--- src/rtl/if_fetch_unit.sv ---
// if_fetch_unit: instruction-fetch stage feeding the IF/ID pipeline register.
// Owns the PC, issues in-order requests to instruction memory, buffers the
// returned words in a DEPTH-entry queue and presents one {PC+4, IR} per cycle.
// Optional feature macro: FETCH_ALIGN_CHECK_EN (adds the fetch_misalign output).
//
// Handshakes:
//   imem request : transfers at posedge when imem_req && imem_gnt. imem_req and
//                  imem_addr stay stable until that transfer; only a redirect
//                  may withdraw or retarget a pending request.
//   imem response: imem_rvalid/imem_rdata is a one-cycle push with no
//                  backpressure; the credit rule guarantees queue space.
//   IF/ID        : the queue head transfers at posedge when inst_valid && !stall.
module if_fetch_unit #(
  parameter logic [31:0] RESET_PC = 32'h0000_3000,
  parameter int          DEPTH    = 2
) (
  input  logic        clk,
  input  logic        rst,
  input  logic        stall,
  input  logic        redirect_valid,
  input  logic [31:0] redirect_pc,
  output logic        imem_req,
  output logic [31:0] imem_addr,
  input  logic        imem_gnt,
  input  logic        imem_rvalid,
  input  logic [31:0] imem_rdata,
  output logic        inst_valid,
  output logic [31:0] PC_out,
  output logic [31:0] IR_out,
  output logic [1:0]  dbg_state_o
`ifdef FETCH_ALIGN_CHECK_EN
  ,
  output logic        fetch_misalign
`endif
);

  // Counter width covers 0..4 (DEPTH is limited to 2..4).
  localparam int             CW      = 3;
  localparam logic [CW:0]    DEPTH_C = (CW+1)'(DEPTH);

  typedef enum logic [1:0] {
    S_IDLE = 2'd0,
    S_REQ  = 2'd1,
    S_HOLD = 2'd2
  } state_t;

  state_t          state_q, state_d;
  logic [31:0]     pc_q, pc_d;
  logic [CW-1:0]   out_q, out_d;    // granted, response not yet received, not dropped
  logic [CW-1:0]   drop_q, drop_d;  // in-flight responses to discard
  logic [CW-1:0]   cnt_q, cnt_d;    // queue occupancy
  logic [31:0]     pc4_q [DEPTH];
  logic [31:0]     pc4_d [DEPTH];
  logic [31:0]     ir_q  [DEPTH];
  logic [31:0]     ir_d  [DEPTH];

  logic            gnt_acc;
  logic            pop;
  logic            resp_drop;
  logic            resp_push;
  logic [CW-1:0]   wr_idx;
  logic [31:0]     resp_pc4;
  logic [CW:0]     credits_d;

  assign dbg_state_o = state_q;
  assign imem_req    = (state_q == S_REQ);
  assign imem_addr   = pc_q;
  assign inst_valid  = (cnt_q != '0);
  assign PC_out      = inst_valid ? pc4_q[0] : 32'h0;
  assign IR_out      = inst_valid ? ir_q[0]  : 32'h0;

  // Next-state: request accounting, queue shift/push, redirect flush, FSM.
  always_comb begin
    state_d   = state_q;
    pc_d      = pc_q;
    out_d     = out_q;
    drop_d    = drop_q;
    cnt_d     = cnt_q;
    pc4_d     = pc4_q;
    ir_d      = ir_q;

    gnt_acc   = imem_req && imem_gnt;
    pop       = inst_valid && !stall;
    resp_drop = imem_rvalid && (drop_q != '0);
    resp_push = imem_rvalid && (drop_q == '0) && (out_q != '0);
    // Responses return in order, so the oldest live request sits out_q words
    // behind pc_q; its PC+4 is pc_q - 4*(out_q-1).
    resp_pc4  = pc_q - (32'(out_q) << 2) + 32'd4;
    wr_idx    = cnt_q - CW'(pop);

    if (pop) begin
      for (int i = 0; i < DEPTH - 1; i++) begin
        pc4_d[i] = pc4_q[i+1];
        ir_d[i]  = ir_q[i+1];
      end
    end
    if (resp_push) begin
      for (int i = 0; i < DEPTH; i++) begin
        if (CW'(i) == wr_idx) begin
          pc4_d[i] = resp_pc4;
          ir_d[i]  = imem_rdata;
        end
      end
    end

    cnt_d  = cnt_q - CW'(pop) + CW'(resp_push);
    out_d  = out_q + CW'(gnt_acc) - CW'(resp_push);
    drop_d = drop_q - CW'(resp_drop);
    if (gnt_acc) begin
      pc_d = pc_q + 32'd4;
    end

    // Redirect: everything in flight (including a grant this cycle) becomes a
    // drop; whichever response arrives this cycle retires one of them.
    if (redirect_valid) begin
      cnt_d  = '0;
      drop_d = drop_q + out_q + CW'(gnt_acc)
             - CW'(imem_rvalid && ((drop_q != '0) || (out_q != '0)));
      out_d  = '0;
      pc_d   = redirect_pc & 32'hFFFF_FFFC;
    end

    // Requests are issued only while a credit is free; drops hold credits so
    // discarded responses can never overrun the queue. IDLE always has zero
    // credits in use, so it leaves for REQ after its single cycle.
    credits_d = {1'b0, out_d} + {1'b0, cnt_d} + {1'b0, drop_d};
    state_d   = (credits_d >= DEPTH_C) ? S_HOLD : S_REQ;
  end

  // State registers with synchronous reset.
  always_ff @(posedge clk) begin
    if (rst) begin
      state_q <= S_IDLE;
      pc_q    <= RESET_PC;
      out_q   <= '0;
      drop_q  <= '0;
      cnt_q   <= '0;
      for (int i = 0; i < DEPTH; i++) begin
        pc4_q[i] <= '0;
        ir_q[i]  <= '0;
      end
    end else begin
      state_q <= state_d;
      pc_q    <= pc_d;
      out_q   <= out_d;
      drop_q  <= drop_d;
      cnt_q   <= cnt_d;
      pc4_q   <= pc4_d;
      ir_q    <= ir_d;
    end
  end

`ifdef FETCH_ALIGN_CHECK_EN
  logic misalign_q;
  assign fetch_misalign = misalign_q;

  // One-cycle flag for a redirect target that was not word aligned.
  always_ff @(posedge clk) begin
    if (rst) begin
      misalign_q <= 1'b0;
    end else begin
      misalign_q <= redirect_valid && (redirect_pc[1:0] != 2'b00);
    end
  end
`endif

endmodule

--- config.mk ---
export PLATFORM = sky130hd
export DESIGN_NAME = if_fetch_unit
export DESIGN_NICKNAME = d
export VERILOG_FILES = /design/src/rtl/if_fetch_unit.sv
export SDC_FILE = /design/constraint.sdc
export NUM_CORES = 1
export LEC_CHECK = 0
export ABC_AREA = 1
export ABC_CLOCK_PERIOD_IN_PS = 13300
export CAP_MARGIN = 20
export CORE_ASPECT_RATIO = 0.75
export CORE_MARGIN = 10
export CORE_UTILIZATION = 60
export DETAILED_ROUTE_END_ITERATION = 6
export GPL_TIMING_DRIVEN = 0
export PLACE_DENSITY = 0.88
export SETUP_SLACK_MARGIN = 0.3
export SYNTH_ARGS = -nofsm -noshare
export SYNTH_HDL_FRONTEND = slang
export SYNTH_SLANG_ARGS = --single-unit
--- constraint.sdc ---
create_clock -name clk -period 13.3 [get_ports clk]
set_clock_uncertainty 0.05 [all_clocks]
set_input_delay 3.99 -clock clk [delete_from_list [all_inputs] [get_ports clk]]
set_output_delay 3.99 -clock clk [all_outputs]
set_load 0.005 [all_outputs]
==> results.py <==
metrics = {
    "setup_path": {
        "required_ps": 13590,
        "timing.rr.start": "cnt_q[2]",
        "regToRegEndpoint": "dbg_state_o[1]",
        "startpoint_type": "primary input",
        "path_class": "primary input to flip-flop",
        "worstRegToRegCells": 22,
        "arrival_ps": 7770,
        "end_kind": "flip-flop",
        "reg2reg_slack_ps": 9330,
        "cp_max_fo": 3,
    },
    "cts": {
        "tritoncts": "done",
        "clock_latency_ps": 440,
        "cts_resized": 0,
        "cts_setup_buffers": 0,
        "ctsHtreeMaxLevel": 4,
        "cts_buffers": 17,
        "clock-sinks": 167,
        "path_clk_slew_ps": 80,
        "clock-root-buffer": "clkbuf_16",
        "cts_hold_buf": 0,
        "clockBufferDepth": 2,
    },
    "synthesis": {
        "ys_ff_latch": 167,
        "synth_ff_type": "dfxtp_1",
        "netlist_instances": 1765,
        "synth-seq-area-share_pct": 30.3,
        "synth.area.top_cells": "dfxtp_1 30%, nand2_1 13%, nor2_1 11%, inv_1 10%, ha_1 7.8%",
        "synth.distinct_cells": 44,
        "synth_largest_area_cell": "dfxtp_1",
        "async_reset_ff_share_pct": 0,
        "yosys_warnings": 0,
        "synth-edff-count": 0,
        "yosysTopAreaCellShare_pct": 30.3,
        "avgSynthCellArea_um2": 6.25,
        "syn_area_um2": 11000,
    },
    "timing": {
        "tightest_slew_ps": 829,
        "hold_ws_ps": 426,
        "finalHoldViolCount": 0,
        "max-slew-margin-rel_pct": 44.8,
        "min_period_ps": 7480,
        "rsz0062_at_grt": "false",
        "fmax_mhz": 134,
        "post-route-period-util_pct": 56.3,
        "fin_tns_setup_ps": 0,
        "setup_viol_count_final": 0,
        "finalMaxSlewViolations": 0,
        "setup_slack_ps": 5820,
    },
    "drt": {
        "wl_per_cell_um": 16.4,
        "drtIter0Drc": 1218,
        "totalWireLength_um": 36100,
        "drt.antenna.violating_nets": 0,
        "dr.pass1.iters": 5,
        "drc": 0,
        "vias": 12000,
        "viasPerCell": 5.44,
    },
    "placement": {
        "dpl_worst_slack_ps": 5380,
        "io_buffer_count": 164,
        "placed_area_um2": 13000,
        "dp_cells": 2172,
        "dpl.hpwl_um": 27800,
        "gp_congestion": 0.967,
    },
    "power_and_ir_drop": {
        "ir_drop_mv": 0.0827,
        "powerDensity_nw_per_um2": 105,
        "p_leak_nw": 6.33,
        "total_power_mw": 1.42,
    },
    "outcome": {
        "status": "completed",
    },
    "layout": {
        "layout_common_cells": "392 x nand2_1, 317 x nor2_1, 297 x inv_1, 167 x dfxtp_1, 164 x clkdlybuf4s50_1",
        "multi_input_area_um2": 6160,
        "drive_gt1_share_pct": 4.08,
        "postLayoutCoreUtil_pct": 76.0,
        "layout_commonest_cell": "nand2_1",
        "nets": 2096,
        "antenna_cells": 0,
        "area_delta_synth_final_pct": 22.9,
        "stdcell_area_um2": 13600,
        "n_fill_cell": 1445,
        "finalNonFillerCells": 2204,
        "ff_latch_area_um2": 3340,
    },
    "global_routing": {
        "grt_max_degree": 19,
        "overflow": 0,
        "grt_pass1_vias": 11200,
        "antenna_found_initial": 0,
        "grt_util_all_layers_pct": 28.9,
        "grt_pass1_wl_um": 56900,
    },
    "floorplan": {
        "dieArea_um2": 24300,
        "rows": 42,
        "ioPinCount": 170,
        "dieWidth_um": 177,
        "die_h_um": 137,
        "core_area_um2": 17900,
        "start_util_pct": 61.8,
    },
    "min_path": {
        "hold_path_end": "pc4_q[38]",
        "holdCritPathClass": "flip-flop to flip-flop",
        "min_path_cells": 2,
        "hold_start": "pc4_q[38]",
    },
    "flow_run": {
        "cap_violations": 0,
    },
}
[worst max-delay path, stage by stage]
cell	delay [ps]
clkdlybuf4s50_1	540
inv_1	70
o21ai_0	200
ha_1	280
fa_1	390
fa_1	400
xnor2_1	150
xnor2_1	120
nand2_1	70
nand2_1	100
fa_1	480
inv_1	60
fa_1	460
a21oi_1	180
o211ai_1	140
nand2_1	90
inv_1	50
[cell type report]
type | instances | area share, %
plain buffers | 75 | 2.94
clock buffers | 17 | 3.13
clock inverters | 15 | 1.16
inverters | 303 | 8.43
multi-input cells | 1221 | 45.4
flip-flops and latches | 167 | 24.6
well taps | 242 | 2.23
repair buffers | 164 | 12.1
[power by group]
group          switching, mW  internal [mW]  total [mW]
Clock                  0.246          0.251       0.497
Sequential            0.0212          0.520       0.541
Combinational          0.240          0.146       0.386
Total                  0.508          0.917        1.42
[synth_stat cells, types with 8 or more instances]
master,instances
a21oi_1,72
a31oi_1,15
buf_1,8
buf_2,9
buf_4,12
buf_6,8
clkbuf_1,37
dfxtp_1,167
fa_1,8
ha_1,69
inv_1,297
nand2_1,392
nand3_1,89
nand4_1,14
nor2_1,317
nor3_1,11
o211ai_1,11
o21ai_0,149
xor2_1,28
[cells by family after synthesis]
logic type	Yosys count	share of synthesized area, %
compound gates	263	12.6
xor+xnor	35	2.78
fa+ha+maj	77	9.27
buf+inv	378	14.0
flops	167	30.3
other cells	1	0.0340
simple gates	844	31.1
[how the worst max path moves through the flow]
stage / start / endpoint / slack, ps
after floorplan: stall / dbg_state_o[1] / 6290
after global placement: imem_rvalid / dbg_state_o[1] / 5570
after detailed placement: imem_rvalid / dbg_state_o[1] / 5380
after CTS: imem_rvalid / dbg_state_o[1] / 5820
after global routing: imem_rvalid / dbg_state_o[1] / 5570
final: imem_rvalid / dbg_state_o[1] / 5820
[metal layers]
metal | GRT usage (%) | share of wire [%] | vias to the layer above
li1 | - | - | 5819
met1 | 38.6 | 43 | 5519
met2 | 46.3 | 45 | 610
met3 | 6.89 | 11 | 46
met4 | 6.38 | 1.3 | 0
met5 | 0 | 0 | -
[state kept, by name (all words and copies together) (netlist names)]
name	cells
dbg_state_o	2
ir_q	64
cnt_q	3
pc4_q	62
out_q	3
drop_q	3
imem_addr	30
No activity file was read; power rests on OpenSTA's default activity.
